File: src/rtl/uart_frame_packer_pkg.sv
// Shared definitions for the UART frame packer: FSM encoding and CRC-8 (poly 0x07) helpers.
package uart_frame_packer_pkg;

  typedef enum logic [2:0] {
    ST_IDLE,
    ST_PULSE,
    ST_WAIT_BUSY,
    ST_WAIT_DONE,
    ST_DONE
  } state_t;

  localparam logic [7:0] CRC8_POLY = 8'h07;
  localparam logic [7:0] CRC8_INIT = 8'h00;

  // MSB-first, unreflected, no final XOR; one byte per call.
  function automatic logic [7:0] crc8_update(input logic [7:0] crc, input logic [7:0] data);
    logic [7:0] c;
    c = crc ^ data;
    for (int unsigned i = 0; i < 8; i++) begin
      c = c[7] ? ((c << 1) ^ CRC8_POLY) : (c << 1);
    end
    return c;
  endfunction

endpackage

File: src/rtl/uart_frame_packer_if.sv
// Byte-link handshake toward interfpga_send: data + one-cycle send pulse, busy back.
interface uart_frame_packer_if;
  logic [7:0] o_8_tx_data;
  logic       o_send;
  logic       i_busy;

  modport master (output o_8_tx_data, output o_send, input i_busy);
  modport slave  (input o_8_tx_data, input o_send, output i_busy);
endinterface

File: src/rtl/uart_frame_packer_byte_fifo.sv
// First-word fall-through byte FIFO; extra pointer bit separates full from empty.
module byte_fifo #(
  parameter int unsigned FIFO_DEPTH_LOG2 = 4
) (
  input  logic       clk,
  input  logic       db_reset,
  input  logic       wr_en,
  input  logic [7:0] wr_data,
  input  logic       rd_en,
  output logic [7:0] rd_data,
  output logic       full,
  output logic       empty
);

  localparam int unsigned DEPTH = 2 ** FIFO_DEPTH_LOG2;

  logic [7:0]               mem [DEPTH];
  logic [FIFO_DEPTH_LOG2:0] wr_ptr;
  logic [FIFO_DEPTH_LOG2:0] rd_ptr;
  logic                     do_wr;
  logic                     do_rd;

  assign empty = (wr_ptr == rd_ptr);
  assign full  = (wr_ptr[FIFO_DEPTH_LOG2] != rd_ptr[FIFO_DEPTH_LOG2]) &&
                 (wr_ptr[FIFO_DEPTH_LOG2-1:0] == rd_ptr[FIFO_DEPTH_LOG2-1:0]);
  assign do_rd = rd_en && !empty;
  // A pop in the same cycle frees the slot, so a push on full is accepted.
  assign do_wr = wr_en && (!full || do_rd);
  assign rd_data = mem[rd_ptr[FIFO_DEPTH_LOG2-1:0]];

  always_ff @(posedge clk or posedge db_reset) begin
    if (db_reset) begin
      wr_ptr <= '0;
      rd_ptr <= '0;
    end else begin
      if (do_wr) wr_ptr <= wr_ptr + 1'b1;
      if (do_rd) rd_ptr <= rd_ptr + 1'b1;
    end
  end

  always_ff @(posedge clk) begin
    if (do_wr) mem[wr_ptr[FIFO_DEPTH_LOG2-1:0]] <= wr_data;
  end

endmodule

File: src/rtl/uart_frame_packer.sv
// Buffers UART bytes and forwards them over the send/busy link, closing each frame with a CRC-8 trailer.
module uart_frame_packer
  import uart_frame_packer_pkg::*;
#(
  parameter int unsigned FRAME_LEN       = 16,
  parameter int unsigned FIFO_DEPTH_LOG2 = 4,
  parameter int unsigned BUSY_TIMEOUT    = 255
) (
  input  logic                       clk,
  input  logic                       db_reset,
  input  logic [7:0]                 i_8_data,
  input  logic                       i_valid,
  input  logic                       i_flush,
  uart_frame_packer_if.master        link,
  output logic                       o_overflow,
  output logic [7:0]                 o_8_frame_count,
  output logic                       o_busy
);

  localparam int unsigned TW = (BUSY_TIMEOUT < 2) ? 1 : $clog2(BUSY_TIMEOUT + 1);
  localparam logic [7:0]    FRAME_LEN_B = 8'(FRAME_LEN);
  localparam logic [TW-1:0] TIMEOUT_T   = TW'(BUSY_TIMEOUT);

  state_t        state;
  logic [7:0]    crc;
  logic [7:0]    payload_cnt;
  logic [7:0]    tx_data;
  logic          send;
  logic          trailer;
  logic          flush_pending;
  logic [TW-1:0] tcnt;

  logic          fifo_full;
  logic          fifo_empty;
  logic [7:0]    fifo_data;
  logic          pop;

  assign pop = (state == ST_IDLE) && !fifo_empty && (payload_cnt < FRAME_LEN_B);

  byte_fifo #(.FIFO_DEPTH_LOG2(FIFO_DEPTH_LOG2)) u_fifo (
    .clk      (clk),
    .db_reset (db_reset),
    .wr_en    (i_valid),
    .wr_data  (i_8_data),
    .rd_en    (pop),
    .rd_data  (fifo_data),
    .full     (fifo_full),
    .empty    (fifo_empty)
  );

  assign link.o_8_tx_data = tx_data;
  assign link.o_send      = send;
  assign o_busy           = (state != ST_IDLE) || !fifo_empty || flush_pending;

  always_ff @(posedge clk or posedge db_reset) begin
    if (db_reset) begin
      state           <= ST_IDLE;
      crc             <= CRC8_INIT;
      payload_cnt     <= '0;
      tx_data         <= '0;
      send            <= 1'b0;
      trailer         <= 1'b0;
      flush_pending   <= 1'b0;
      tcnt            <= '0;
      o_overflow      <= 1'b0;
      o_8_frame_count <= '0;
    end else begin
      send <= 1'b0;
      if (i_valid && fifo_full && !pop) o_overflow <= 1'b1;

      unique case (state)
        ST_IDLE: begin
          if (pop) begin
            tx_data     <= fifo_data;
            crc         <= crc8_update(crc, fifo_data);
            payload_cnt <= payload_cnt + 8'd1;
            send        <= 1'b1;
            tcnt        <= '0;
            state       <= ST_PULSE;
          end else if (payload_cnt == FRAME_LEN_B ||
                       (flush_pending && fifo_empty && payload_cnt != '0)) begin
            tx_data <= crc;
            trailer <= 1'b1;
            send    <= 1'b1;
            tcnt    <= '0;
            state   <= ST_PULSE;
          end else if (flush_pending && fifo_empty) begin
            flush_pending <= 1'b0;
          end
        end
        ST_PULSE: state <= ST_WAIT_BUSY;
        ST_WAIT_BUSY: begin
          if (link.i_busy)            state <= ST_WAIT_DONE;
          else if (tcnt == TIMEOUT_T) state <= ST_DONE;
          else                        tcnt  <= tcnt + 1'b1;
        end
        ST_WAIT_DONE: if (!link.i_busy) state <= ST_DONE;
        ST_DONE: begin
          if (trailer) begin
            crc             <= CRC8_INIT;
            payload_cnt     <= '0;
            flush_pending   <= 1'b0;
            trailer         <= 1'b0;
            o_8_frame_count <= o_8_frame_count + 8'd1;
          end
          state <= ST_IDLE;
        end
        default: state <= ST_IDLE;
      endcase

      // Placed last so a strobe landing on a clearing cycle is never lost.
      if (i_flush) flush_pending <= 1'b1;
    end
  end

endmodule

File: src/flat_wrapper.sv
// flat-port wrapper written by rule: the top's interface ports become plain ports
module uart_frame_packer_flat import uart_frame_packer_pkg::*;
#(
  parameter int unsigned FRAME_LEN       = 16,
  parameter int unsigned FIFO_DEPTH_LOG2 = 4,
  parameter int unsigned BUSY_TIMEOUT    = 255
)
  (clk, db_reset, i_8_data, i_valid, i_flush, o_overflow, o_8_frame_count, o_busy, link_o_8_tx_data, link_o_send, link_i_busy);
  uart_frame_packer_if link_i ();
  input  logic clk;
  input  logic db_reset;
  input  logic [7:0] i_8_data;
  input  logic i_valid;
  input  logic i_flush;
  output logic o_overflow;
  output logic [7:0] o_8_frame_count;
  output logic o_busy;
  output wire logic [$bits(link_i.o_8_tx_data)-1:0] link_o_8_tx_data;
  output wire logic [$bits(link_i.o_send)-1:0] link_o_send;
  input wire logic [$bits(link_i.i_busy)-1:0] link_i_busy;
  assign link_o_8_tx_data = link_i.o_8_tx_data;
  assign link_o_send = link_i.o_send;
  assign link_i.i_busy = link_i_busy;
  uart_frame_packer #(.FRAME_LEN(FRAME_LEN), .FIFO_DEPTH_LOG2(FIFO_DEPTH_LOG2), .BUSY_TIMEOUT(BUSY_TIMEOUT)) u_core (.clk(clk), .db_reset(db_reset), .i_8_data(i_8_data), .i_valid(i_valid), .i_flush(i_flush), .link(link_i), .o_overflow(o_overflow), .o_8_frame_count(o_8_frame_count), .o_busy(o_busy));
endmodule
File: config.mk
export PLATFORM = sky130hd
export DESIGN_NAME = uart_frame_packer_flat
export DESIGN_NICKNAME = d
export VERILOG_FILES = /design/src/rtl/uart_frame_packer_pkg.sv /design/src/rtl/uart_frame_packer_if.sv /design/src/rtl/uart_frame_packer_byte_fifo.sv /design/src/rtl/uart_frame_packer.sv /design/src/flat_wrapper.sv
export SDC_FILE = /design/constraint.sdc
export NUM_CORES = 1
export LEC_CHECK = 0
export CAP_MARGIN = 20
export CORE_MARGIN = 2
export CORE_UTILIZATION = 25
export DETAILED_ROUTE_END_ITERATION = 6
export GPL_TIMING_DRIVEN = 0
export PLACE_DENSITY = 0.52
export SLEW_MARGIN = 30
export SYNTH_ARGS = -nofsm -noshare
export SYNTH_HDL_FRONTEND = slang
export SYNTH_SLANG_ARGS = --single-unit
export TNS_END_PERCENT = 30
File: constraint.sdc
create_clock -name clk -period 4.6 [get_ports clk]
set_input_delay 0.69 -clock clk [delete_from_list [all_inputs] [get_ports clk]]
set_output_delay 0.69 -clock clk [all_outputs]
set_load 0.02 [all_outputs]
== Word-level counts from Yosys, hierarchy flattened ==
Memories as Yosys holds them, arrays and structs flattened.
Index checks and enable logic that the tools add are counted.
Word-level totals
  bits in registers: 57
  RAM bits: 128
  bits of input ports: 13
  output and inout port bits: 19
  logic and storage cells: 120
  memories: 1
Memories
  u_core.u_fifo.mem: words 16, width 8, rd ports 1, clocked after memory_dff 0, write ports 1, RTL line uart_frame_packer_byte_fifo.sv:17  | logic [7:0] mem [DEPTH];
Operators by class
  add/subtract/negate cells: 5
  magnitude comparators: 1
  eq/ne operators: 22
  muxes and demuxes: 40
  bitwise operators: 9
  reduce and logical (&&, ||, !) cells: 30
Operator list (count)
  2-to-1 mux 8 bit: 9
  one-hot mux 8 bit (2 select lines): 3
  2-to-1 mux 3 bit: 13
  adder 8 x 1 -> 8 bit, second input constant: 3
  NOT 3 bit: 8
  2-to-1 mux 1 bit: 12
  one-hot mux 3 bit (4 select lines): 1
  adder 5 x 1 -> 5 bit, second input constant: 2
  inequality test 2 bit, second input constant: 5
  logical AND 1 bit: 9
  inequality test 3 x 2 -> 1 bit, second input constant: 3
  inequality test 3 bit, second input constant: 3
  AND reduction 3 bit: 3
  equality test 8 x 5 -> 1 bit, second input constant: 1
  equality test 8 bit, second input constant: 1
  less-than comparator 8 x 5 -> 1 bit, second input constant: 1
  nonzero test 8 bit: 1
  XOR 8 bit: 1
  equality test 3 x 2 -> 1 bit, second input constant: 2
  nonzero test 2 bit: 3
  nonzero test 3 bit: 2
  equality test 5 bit: 1
  AND reduction 5 bit: 1
  equality test 4 bit: 1
  10 further kinds: 18

== Longest topological paths before layout ==
Gate-level depths: netlist (run 1).
An unclocked memory read counts as a cell.
  depth in word-level cells: 20
  depth in mapped cells: 11

== Cells and area by module ==
A second synthesis (run 1) with hierarchy kept.
Second synthesis, totals
  cells, all modules: 500
  area, all modules: 8013.9 um^2
Modules (own cells, without submodules)
  byte_fifo: instances 1, cells an instance 268, area each 5624.1 um^2, seq. area each 4093.9 um^2
  uart_frame_packer: instances 1, cells an instance 232, area each 2389.8 um^2, seq. area each 1176.1 um^2

== Least setup slack after synthesis (run 1) ==
Ideal clock, no wire load.
  path kind: reg2reg
  start point: register u_core.u_fifo.rd_ptr[1]
  end point: memory u_core.u_fifo.mem[3][0] (enable)
  data arrival time: 2.353 ns
  required time: 4.217 ns
  slack: 1.864 ns
  cell stages (with the launch flop): 9
  buffers on the path: 3
  clock period less this slack: 2.736 ns
  path through: dfrtp_1 > buf_6 > buf_12 > buf_12 > xor2_1 > nor4_2 > a31oi_1 > nand2_1 > nor3_1
On the way
  word-level cells in the longest chain between the ends: 9
Ends and longest elaborated chain
  start, declared: RTL line uart_frame_packer_byte_fifo.sv:19  | logic [FIFO_DEPTH_LOG2:0] rd_ptr;
  start signal, assigned: RTL line uart_frame_packer_byte_fifo.sv:37  | if (do_rd) rd_ptr <= rd_ptr + 1'b1;
  equality test 5 bit: RTL line uart_frame_packer_byte_fifo.sv:23  | assign empty = (wr_ptr == rd_ptr);
  logical NOT 1 bit: RTL line uart_frame_packer_byte_fifo.sv:26, uart_frame_packer.sv:38
  logical AND 1 bit (2 in series): RTL line uart_frame_packer.sv:38  | assign pop = (state == ST_IDLE) && !fifo_empty && (payload_cnt < FRAME_LEN_B);
  logical AND 1 bit: RTL line uart_frame_packer_byte_fifo.sv:26  | assign do_rd = rd_en && !empty;
  logical OR 1 bit (*): RTL line uart_frame_packer_byte_fifo.sv:28  | assign do_wr = wr_en && (!full || do_rd);
  logical AND 1 bit (*): RTL line uart_frame_packer_byte_fifo.sv:28
  2-to-1 mux 1 bit (*): RTL line uart_frame_packer_byte_fifo.sv:42  | if (do_wr) mem[wr_ptr[FIFO_DEPTH_LOG2-1:0]] <= wr_data;
  2-to-1 mux 1 bit (not written as such) (*): RTL line uart_frame_packer_byte_fifo.sv:42
  end, declared: RTL line uart_frame_packer_byte_fifo.sv:17
Mark *: on every way between the ends. The rest lies on a longest branch, timed or not.

== Worst setup path after layout (run 1) ==
  start point: register u_core.u_fifo.rd_ptr[1]
  end point: output o_busy
On the way
  word-level cells in the longest chain between the ends: 4
Ends and longest elaborated chain
  equality test 5 bit: RTL line uart_frame_packer_byte_fifo.sv:23
  logical NOT 1 bit: RTL line uart_frame_packer.sv:53  | assign o_busy = (state != ST_IDLE) || !fifo_empty || flush_pending;
  logical OR 1 bit (2 in series): RTL line uart_frame_packer.sv:53
  end, declared: RTL line flat_wrapper.sv:17  | output logic o_busy;
Every way passes these cells.

==> out/metrics.csv, run 1 <==
stage;metric;value;unit
placed_design;place_area;0.00888;mm2
synth;syn_inst;509;
setup_path;critPathMostFrequentCell;buf_12;
setup_path;reg2reg_setup_slack;1.09;ns
detailed_routing;ant_nets;0;
die;initial_utilization;0.254;
synth;yosysWarnings;0;
final_layout;design_area;0.00951;mm2
synth;ys_types;51;
timing;min_period;3.71;ns
setup_path;crit_path_max_incr_delay;0.75;ns
clock_tree;postCtsResizedCells;0;
global_routing;grt_pass1_vias;4728;
setup_path;arrival;3.02;ns
detailed_routing;drt_iter0_drc;519;
pwr;peakVddDrop;0.284;mV
synth;synth-async-reset-ratio;0.308;
synth;synth-edff-count;128;
placed_design;port_buffers;31;
clock_tree;h-tree-depth;4;
die;pin_count;32;
final_layout;nets;585;
final_layout;syn_to_final_growth;18.8;%
setup_path;path_cells;buf_6 > buf_12 > buf_12 > xor2_1 > nor4_2 > nand4_1 > clkdlybuf4s50_1;
die;core_area;0.0316;mm2
detailed_routing;dr.pass1.iters;5;
clock_tree;numCtsBuffers;17;
clock_tree;cts_hold_buf;0;
clock_tree;cts_sinks;185;
timing;slew_viol_final;0;
setup_path;required;3.91;ns
global_routing;grt_pass1_wl;27.1;mm
setup_path;critical_path.max_fanout;10;
job;max-cap-violations;0;
timing;skew;0.0186;ns
synth;synth.area.mux_share;0.131;
outcome;status;completed;
detailed_routing;wl;17.3;mm
timing;maxSlewHeadroom;0.381;
synth;yosys_most_used_dff;edfxtp_1;
synth;synth_adder_area_share;0.0141;
detailed_routing;avgViaCountPerCell;4.61;
setup_path;critPathLaunchType;register;
timing;worst_slew_pin_slew;0.924;ns
synth;syn_area_per_cell;15.7;um2
timing;rsz0062_at_grt;no;
timing;finalSetupViolCount;0;
timing;hold_violations;0;
synth;synth_xor_xnor_area_share;0.0594;
detailed_routing;wl_per_cell;17.7;um
synth;yosysSeqAreaShare;0.658;
detailed_routing;post-route-drc-count;0;
synth;synth_top_family_by_area;multiplexers;
timing;period_share;0.806;
clock_tree;cts-root-buf;clkbuf_16;
placed_design;place.gp.congestion;0.800;
final_layout;final_layout_size_suffix_gt1_frac;0.168;
clock_tree;cts_tree;yes;
timing;setup_tns;0;ns
synth;synth_compound_area_frac;0.0395;
global_routing;grt_antenna_before_repair;0;
global_routing;grtUsageTotal;0.108;
setup_path;crit_path_end_kind;primary output;
die;rows;65;
clock_tree;cts_buffer_depth;2;
setup_path;slowest_stage;nor4_2;
clock_tree;path_clk_slew;0.07;ns
clock_tree;cts_setup_buffers;0;
final_layout;diodes;0;
detailed_routing;routed-via-count;4513;
die;dieWidth;183;um
synth;syn_nets;531;
pwr;p_per_area;691;mW/mm2
pwr;p_leak;3.44;nW
clock_tree;clk_latency;0.44;ns
synth;synth_area;0.00800;mm2
global_routing;grt_max_degree;42;
setup_path;critPathKind;reg2out;
global_routing;overflow;0;
worst_hold_path;hp-class;reg2reg;
timing;fmax;0.270;GHz
die;die_h;183;um
die;design.die.area;0.0335;mm2
synth;synthSimpleGateAreaFrac;0.0733;
placed_design;dp_hpwl;11.7;mm
synth;ys_ff_latch;185;
-- final cells by class --
| cell class | instances | area (um2) |
|---|---|---|
| inverter | 12 | 47.5 |
| buffer | 23 | 150 |
| clock inverter | 15 | 189 |
| sequential | 185 | 5270 |
| multi-input combinational | 289 | 2570 |
| timing repair buffer | 35 | 353 |
| clock buffer | 17 | 425 |
| tap | 402 | 503 |
| fill | 3097 | 22000 |
-- state kept, by name, summed over array words and instances (netlist names) --
register                 count
u_core.link.o_8_tx_data      8
u_core.crc                   8
u_core.trailer               1
u_core.payload_cnt           8
u_core.o_overflow            1
u_core.state                 3
u_core.tcnt                  8
u_core.flush_pending         1
u_core.o_8_frame_count       8
u_core.link.o_send           1
u_core.u_fifo.rd_ptr         5
u_core.u_fifo.mem          128
u_core.u_fifo.wr_ptr         5
-- worst paths after layout --
path | start | to | cells after the start
max | u_core.u_fifo.rd_ptr[1] | o_busy | 7
min | u_core.o_8_frame_count[7] | u_core.o_8_frame_count[7] | 1
max in group asynchronous | db_reset | u_core.u_fifo.rd_ptr[0] | 3
max reg2reg | u_core.u_fifo.rd_ptr[2] | u_core.u_fifo.mem[7][2] | 6
min reg2reg | u_core.o_8_frame_count[7] | u_core.o_8_frame_count[7] | 1
min in group asynchronous | db_reset | u_core.flush_pending | 2
-- cell usage after synthesis (all sizes together), types with 10 or more instances --
cell | instances | share of area
nor2 | 27 | 0.013
buf | 14 | 0.014
mux2i | 30 | 0.038
inv | 12 | 0.0056
mux4 | 32 | 0.091
o21ai | 27 | 0.017
xnor2 | 21 | 0.024
dfrtp | 57 | 0.18
edfxtp | 128 | 0.48
nand3 | 10 | 0.0063
nand2 | 38 | 0.018
xor2 | 16 | 0.018
-- power breakdown --
part,switching [W],internal [W]
clock,0.000744,0.000745
combinational,0.00150,0.00132
sequential,0.000183,0.00208
total,0.00243,0.00414
-- cell usage in the layout (no fill, tap or decap), types with 9 or more instances in the layout --
| cell type | count |
|---|---|
| xor2_1 | 15 |
| mux2i_1 | 30 |
| mux4_2 | 31 |
| xnor2_1 | 20 |
| nand2_1 | 38 |
| ha_1 | 9 |
| edfxtp_1 | 128 |
| nor2_1 | 22 |
| clkdlybuf4s50_1 | 31 |
| nand3_1 | 10 |
| inv_1 | 11 |
| dfrtp_1 | 57 |
| clkbuf_16 | 17 |
| o21ai_0 | 21 |
-- routing by layer --
metal / vias up / wire length, um / global-route usage
met4: 0 / 282 / 0.0314
met5: - / 0 / 0
met1: 2360 / 7980 / 0.144
met3: 20 / 647 / 0.0232
met2: 99 / 8360 / 0.177
li1: 2034 / - / -
-- per-stage QoR --
step / total power, W / utilization / setup slack (ns) / hold slack [ns] / cells
2_1_floorplan: 0.00438 / - / 1.86 / 0.445 / 509
3_3_place_gp: 0.00502 / 0.279 / 0.738 / 0.461 / 942
3_5_place_dp: 0.00513 / 0.282 / 1.06 / 0.473 / 946
4_1_cts: 0.00662 / 0.301 / 0.862 / 0.489 / 978
5_1_grt: 0.00697 / 0.301 / 0.701 / 0.502 / 978
6_report: 0.00657 / 0.301 / 0.891 / 0.479 / 978
-- kinds of logic after synthesis --
family / after synthesis
muxes: 64
and+or+nand+nor: 120
DFF: 185
AOI/OAI and AO/OA: 53
buffers and inverters: 35
xor gates and xnor gates: 43
adders and majority gates: 9
-- critical path: cells and delay by family (launching register included) --
family / cells / cell delay [ns]
buffers and inverters: 4 / 1.07
XOR/XNOR: 1 / 0.17
AND/OR/NAND/NOR: 2 / 0.96
flip-flops: 1 / 0.40
Note: power is estimated with default switching activity, not from simulation.
==> run 2: changes to the inputs <==
==> constraint.sdc (replaced) <==
create_clock -name clk -period 3.7 [get_ports clk]
set_input_delay 0.555 -clock clk [delete_from_list [all_inputs] [get_ports clk]]
set_output_delay 0.555 -clock clk [all_outputs]
set_load 0.02 [all_outputs]
==> run 2 against run 1 <==
Sequential share of layout area is essentially flat. First-iteration DRC count shrank 7.1%. Clock power grew 23%. Clock skew is essentially flat. Sequential power grew 24%. Flip-flop and latch count is the same. Utilization is essentially flat. Clock-buffer cell count is the same. Non-clock buffer count is the same. Critical path depth is the same. Largest cell class unchanged.
==> out/metrics.csv, run 2 (synthesized netlist as in run 1, its figures left out) <==
stage;metric;value;unit;change
detailed_routing;top_layer_used;met4;;unchanged
die;design.die.area;0.0335;mm2;unchanged
outcome;status;completed;;unchanged
timing;finalSetupViolCount;0;;unchanged
timing;hold_violations;0;;unchanged
final_layout;instances_no_fill;978;;unchanged
detailed_routing;wl;17.3;mm;about the same
global_routing;grt_max_degree;42;;unchanged
global_routing;grtUsageTotal;0.108;;unchanged
clock_tree;cts-root-buf;clkbuf_16;;unchanged
timing;rsz0062_at_grt;yes;;was no
final_layout;nets;585;;unchanged
timing;slew_viol_final;0;;unchanged
setup_path;critical_path.max_fanout;10;;unchanged
timing;setup_tns;0;ns;unchanged
pwr;peakVddDrop;0.352;mV;was 0.284 mV
placed_design;dp_hpwl;11.7;mm;unchanged
setup_path;required;3.14;ns;was 3.91 ns
detailed_routing;wl_per_cell;17.7;um;about the same
setup_path;critPathLaunchType;register;;unchanged
pwr;p_clk_frac;0.226;;about the same
detailed_routing;drt_iter0_drc;482;;was 519
clock_tree;cts_sinks;185;;unchanged
clock_tree;cts_buffer_depth;2;;unchanged
global_routing;grt_antenna_before_repair;0;;unchanged
final_layout;final-seq-area;0.00527;mm2;unchanged
setup_path;arrival;3.00;ns;was 3.02 ns
die;dieWidth;183;um;unchanged
clock_tree;cts_setup_buffers;0;;unchanged
clock_tree;clk_latency;0.44;ns;about the same
setup_path;r2r_cells;6;;unchanged
clock_tree;numCtsBuffers;17;;unchanged
timing;period_share;0.961;;
pwr;p_sw;0.00301;W;was 0.00243 W
pwr;p_int;0.00515;W;was 0.00414 W
setup_path;reg2reg_to;u_core.u_fifo.mem[4][7];;was u_core.u_fifo.mem[7][2]
detailed_routing;ant_nets;0;;unchanged
pwr;p_leak;3.44;nW;about the same
detailed_routing;avgViaCountPerCell;4.60;;was 4.61
final_layout;multi_input_area;0.00258;mm2;was 0.00257 mm2
clock_tree;h-tree-depth;4;;unchanged
die;core_area;0.0316;mm2;unchanged
detailed_routing;routed-wl-met3;828;um;was 647 um
final_layout;diodes;0;;unchanged
setup_path;critPathKind;reg2out;;unchanged
die;die_h;183;um;unchanged
clock_tree;path_clk_slew;0.07;ns;about the same
setup_path;reg2reg_setup_slack;0.27;ns;was 1.09 ns
placed_design;port_buffers;31;;unchanged
job;max-cap-violations;0;;unchanged
timing;min_period;3.56;ns;
detailed_routing;wl_met1;7.81;mm;was 7.98 mm
die;pin_count;32;;unchanged
timing;hold_ws;0.411;ns;was 0.479 ns
final_layout;fill_cells;3099;;was 3097
final_layout;syn_to_final_growth;18.9;%;was 18.8%
timing;worst_slew_pin_slew;0.920;ns;was 0.924 ns
clock_tree;cts_hold_buf;0;;unchanged
die;rows;65;;unchanged
placed_design;place.gp.congestion;0.800;;unchanged
pwr;p_comb_frac;0.430;;was 0.429
timing;maxSlewHeadroom;0.384;;was 0.381
detailed_routing;routed-wl-met2;8.40;mm;was 8.36 mm
final_layout;largest_reg_flops;128;;unchanged
detailed_routing;dr.pass1.iters;5;;unchanged
setup_path;reg2reg_from;u_core.u_fifo.rd_ptr[2];;unchanged
worst_hold_path;hp-class;in2async;;was reg2reg
global_routing;overflow;0;;unchanged
global_routing;grt_pass1_vias;4728;;unchanged
final_layout;final_common_cell;edfxtp_1;;unchanged
detailed_routing;routed-via-count;4502;;was 4513
final_layout;final_layout_size_suffix_gt1_frac;0.172;;was 0.168
setup_path;crit_path_end_kind;primary output;;unchanged
pwr;switching_share;0.369;;about the same
detailed_routing;post-route-drc-count;0;;unchanged
pwr;p_seq_frac;0.344;;about the same
final_layout;fin_util;0.302;;was 0.301
pwr;power.total;0.00816;W;was 0.00657 W
global_routing;grt_pass1_wl;27.1;mm;unchanged
placed_design;placed_cells;946;;unchanged
final_layout;layout.cells.most_common_list;128 x edfxtp_1, 57 x dfrtp_1, 38 x nand2_1;;unchanged
timing;skew;0.0188;ns;was 0.0186 ns
clock_tree;cts_tree;yes;;unchanged
pwr;p_per_area;858;mW/mm2;was 691 mW/mm2
die;initial_utilization;0.254;;unchanged
timing;fmax;0.281;GHz;
run 2: cell count changes in the layout (fill, tap and decap cells not counted):
cell	change
nor2_1	-2
nor2_2	+2
run 2: how the worst max path moves through the flow:
stage                       startpoint                       to  slack, ns  cells past startpoint
6_report       u_core.u_fifo.rd_ptr[1]                   o_busy       0.14                      7
5_1_grt        u_core.u_fifo.rd_ptr[1]                   o_busy      -0.06                      7
4_1_cts        u_core.u_fifo.rd_ptr[1]                   o_busy        0.1                      7
3_5_place_dp   u_core.u_fifo.rd_ptr[2]  u_core.u_fifo.mem[7][0]       0.16                      6
3_3_place_gp   u_core.u_fifo.rd_ptr[2]  u_core.u_fifo.mem[0][6]      -0.16                      6
2_1_floorplan  u_core.u_fifo.rd_ptr[1]  u_core.u_fifo.mem[3][0]       0.96                      8
run 2: cell type report:
class,count,area share
multi-input combinational,289,0.271
timing repair buffer,35,0.0371
inverter,12,0.00500
clock buffer,17,0.0447
sequential,185,0.554
buffer,23,0.0158
tap,402,0.0529
clock inverter,15,0.0199
run 2: timing repair:
item | 4_1_cts | 5_1_grt
endpoints found under the setup margin | 0 | 17
resized for setup | 0 | 2
hold endpoints to repair | 0 | 0
run 2: per-layer routing:
layer,global-route usage,up-vias
met5,0,-
met4,0.0314,0
met3,0.0232,17
met2,0.177,122
met1,0.144,2337
li1,-,2026
run 2: per-stage QoR:
step / instance area (um2) / setup slack [ns]
after floorplan: 8000 / 0.964
after global placement: 8820 / -0.162
after detailed placement: 8880 / 0.157
after CTS: 9500 / 0.0973
after global routing: 9510 / -0.0638
final: 9510 / 0.143
run 2: power by group through the flow:
stage | registers, W | clock network, W | logic (W)
floorplan | 0.00285 | 0 | 0.00259
global placement | 0.00283 | 0 | 0.00341
detailed placement | 0.00286 | 0 | 0.00352
CTS | 0.00281 | 0.00188 | 0.00354
global route | 0.00286 | 0.00196 | 0.00385
finish | 0.00281 | 0.00184 | 0.00351
run 2: critical path: stages (launching register included):
cell and delay (ns):
dfrtp_1 0.40, buf_6 0.16, buf_12 0.16, buf_12 0.15, xor2_1 0.17, nor4_2 0.74, nand4_1 0.21, clkdlybuf4s50_1 0.59
==> run 3: changes to the inputs <==
--- a/config.mk
+++ b/config.mk
@@ -10,6 +10,7 @@
 export CORE_UTILIZATION = 25
 export DETAILED_ROUTE_END_ITERATION = 6
 export GPL_TIMING_DRIVEN = 0
+export MAX_ROUTING_LAYER = met4
 export PLACE_DENSITY = 0.52
 export SLEW_MARGIN = 30
 export SYNTH_ARGS = -nofsm -noshare
==> run 3 against run 2 <==
Utilization did not move. Flip-flop and latch count unchanged. Routed wire length hardly changed. Worst setup slack worse by 0.015 ns. Die area unchanged. Clock skew grew 0.0072 ns. Global-route usage increased by 0.36 points. First-iteration DRC count increased by 10%. Critical path depth unchanged. Power is 0.10% lower. Clock power about the same. Via count up 0.51%. Critical endpoint unchanged. Largest cell class unchanged.
==> out/metrics.csv, run 3 (synthesized netlist as in run 1, its figures left out) <==
stage;metric;value;unit;change
final_layout;final-seq-area;0.00527;mm2;unchanged
detailed_routing;routed-via-count;4525;;was 4502
setup_path;path_delay_family;buffers and inverters;;unchanged
final_layout;diodes;0;;unchanged
timing;period_share;0.965;;was 0.961
timing;rsz0062_at_grt;yes;;unchanged
die;dieWidth;183;um;unchanged
final_layout;largest_reg_flops;128;;unchanged
setup_path;crit_path_max_incr_delay;0.75;ns;was 0.74 ns
setup_path;path_depth;7;;unchanged
setup_path;crit_path_end_kind;primary output;;unchanged
pwr;p_int;0.00515;W;about the same
clock_tree;path_clk_slew;0.07;ns;about the same
detailed_routing;avgViaCountPerCell;4.63;;was 4.60
final_layout;fill_cells;3099;;unchanged
final_layout;final_common_cell;edfxtp_1;;unchanged
global_routing;grt_pass1_wl;27.1;mm;about the same
global_routing;overflow;0;;unchanged
setup_path;reg2reg_setup_slack;0.24;ns;was 0.27 ns
global_routing;grt_antenna_before_repair;0;;unchanged
timing;hold_violations;0;;unchanged
timing;worst_slew_pin_slew;0.920;ns;about the same
timing;min_period;3.57;ns;was 3.56 ns
detailed_routing;drt_iter0_drc;531;;was 482
clock_tree;cts-root-buf;clkbuf_16;;unchanged
pwr;p_leak;3.44;nW;unchanged
clock_tree;h-tree-depth;4;;unchanged
pwr;switching_share;0.368;;was 0.369
pwr;p_sw;0.00300;W;was 0.00301 W
timing;skew;0.0260;ns;was 0.0188 ns
setup_path;required;3.14;ns;about the same
detailed_routing;ant_nets;0;;unchanged
detailed_routing;post-route-drc-count;0;;unchanged
pwr;peakVddDrop;0.353;mV;was 0.352 mV
setup_path;slowest_stage;nor4_2;;unchanged
global_routing;grt_pass1_vias;4711;;was 4728
final_layout;nets;585;;unchanged
die;initial_utilization;0.254;;unchanged
final_layout;layout.cells.most_common_list;128 x edfxtp_1, 57 x dfrtp_1, 38 x nand2_1;;unchanged
pwr;p_comb_frac;0.429;;was 0.430
final_layout;design_area;0.00951;mm2;unchanged
placed_design;port_buffers;31;;unchanged
setup_path;reg2reg_from;u_core.u_fifo.rd_ptr[2];;unchanged
clock_tree;cts_sinks;185;;unchanged
clock_tree;cts_hold_buf;0;;unchanged
placed_design;place_area;0.00888;mm2;unchanged
pwr;p_per_area;857;mW/mm2;was 858 mW/mm2
final_layout;multi_input_area;0.00258;mm2;unchanged
setup_path;arrival;3.02;ns;was 3.00 ns
clock_tree;cts_tree;yes;;unchanged
global_routing;grtUsageTotal;0.111;;was 0.108
worst_hold_path;hp-class;in2async;;unchanged
global_routing;grt_max_degree;42;;unchanged
die;die_h;183;um;unchanged
timing;fmax;0.280;GHz;was 0.281 GHz
setup_path;critPathKind;reg2out;;unchanged
die;rows;65;;unchanged
die;core_area;0.0316;mm2;unchanged
timing;finalSetupViolCount;0;;unchanged
final_layout;syn_to_final_growth;18.9;%;unchanged
setup_path;reg2reg_to;u_core.u_fifo.mem[5][4];;was u_core.u_fifo.mem[4][7]
die;pin_count;32;;unchanged
timing;slew_viol_final;0;;unchanged
timing;maxSlewHeadroom;0.385;;was 0.384
detailed_routing;wl_per_cell;17.7;um;about the same
detailed_routing;wl;17.3;mm;about the same
setup_path;crit_buf_inv;4;;unchanged
placed_design;dp_hpwl;11.7;mm;unchanged
setup_path;path_cells;buf_6 > buf_12 > buf_12 > xor2_1 > nor4_2 > nand4_1 > clkdlybuf4s50_1;;unchanged
detailed_routing;dr.pass1.iters;5;;unchanged
setup_path;critPathLaunchType;register;;unchanged
setup_path;critical_path.max_fanout;10;;unchanged
outcome;status;completed;;unchanged
clock_tree;clk_latency;0.44;ns;about the same
placed_design;place.gp.congestion;0.812;;was 0.800
pwr;p_seq_frac;0.345;;was 0.344
final_layout;final_layout_size_suffix_gt1_frac;0.172;;unchanged
clock_tree;cts_buffer_depth;2;;unchanged
timing;setup_tns;0;ns;unchanged
setup_path;critPathMostFrequentCell;buf_12;;unchanged
job;max-cap-violations;0;;unchanged
clock_tree;cts_setup_buffers;0;;unchanged
die;design.die.area;0.0335;mm2;unchanged
pwr;p_clk_frac;0.226;;about the same
setup_path;r2r_cells;6;;unchanged
clock_tree;numCtsBuffers;17;;unchanged
## run 3: cell counts in the layout (fill, tap and decap cells not counted)
No cell type changed its count.
## run 3: timing repair
| action | in CTS | in global routing |
|---|---|---|
| hold endpoints to repair | 0 | 0 |
| resized for setup | 0 | 2 |
| endpoints found under the setup margin | 0 | 17 |
## run 3: metal layers
metal | GRT usage | up-vias | wire (um)
met3 | 0.0246 | 20 | 842
met5 | - | - | 0
met1 | 0.144 | 2340 | 7800
met2 | 0.177 | 128 | 8370
li1 | - | 2037 | -
met4 | 0.0314 | 0 | 273
## run 3: worst register-to-register path: cells and delay by family (launching register included)
| family | cells | cell delay (ns) |
|---|---|---|
| buffers and inverters | 1 | 0.40 |
| AO/OA/AOI/OAI | 1 | 0.75 |
| XOR/XNOR | 1 | 0.22 |
| flip-flops | 1 | 0.51 |
| AND/OR/NAND/NOR | 3 | 1.21 |
## run 3: layout make-up
class,instances,area share
flip-flops and latches,185,0.554
repair buffers,35,0.0371
inverters,12,0.00500
clock buffers,17,0.0447
multi-input cells,289,0.271
well taps,402,0.0529
plain buffers,23,0.0158
clock inverters,15,0.0199
## run 3: worst max path at each step
stage                                  startpoint                 endpoint
after CTS                 u_core.u_fifo.rd_ptr[1]                   o_busy
after global placement    u_core.u_fifo.rd_ptr[2]  u_core.u_fifo.mem[0][6]
after global routing      u_core.u_fifo.rd_ptr[1]                   o_busy
after floorplan           u_core.u_fifo.rd_ptr[1]  u_core.u_fifo.mem[3][0]
after detailed placement  u_core.u_fifo.rd_ptr[2]  u_core.u_fifo.mem[7][0]
final                     u_core.u_fifo.rd_ptr[1]                   o_busy
## run 3: per-stage QoR
step	instances	util	worst slack (ns)	hold slack, ns	total power (W)
after floorplan	509	-	0.964	0.445	0.00544
after global placement	942	0.279	-0.162	0.461	0.00624
after detailed placement	946	0.282	0.157	0.473	0.00638
after CTS	978	0.301	0.0973	0.403	0.00823
after global routing	978	0.302	-0.0872	0.423	0.00867
final	978	0.302	0.128	0.410	0.00815
## run 3: power by group through the flow
stage          Clock, W  Combinational, W  Sequential, W
2_1_floorplan         0           0.00259        0.00285
6_report        0.00184           0.00350        0.00281
4_1_cts         0.00188           0.00354        0.00281
5_1_grt         0.00196           0.00385        0.00286
3_5_place_dp          0           0.00352        0.00286
3_3_place_gp          0           0.00341        0.00283
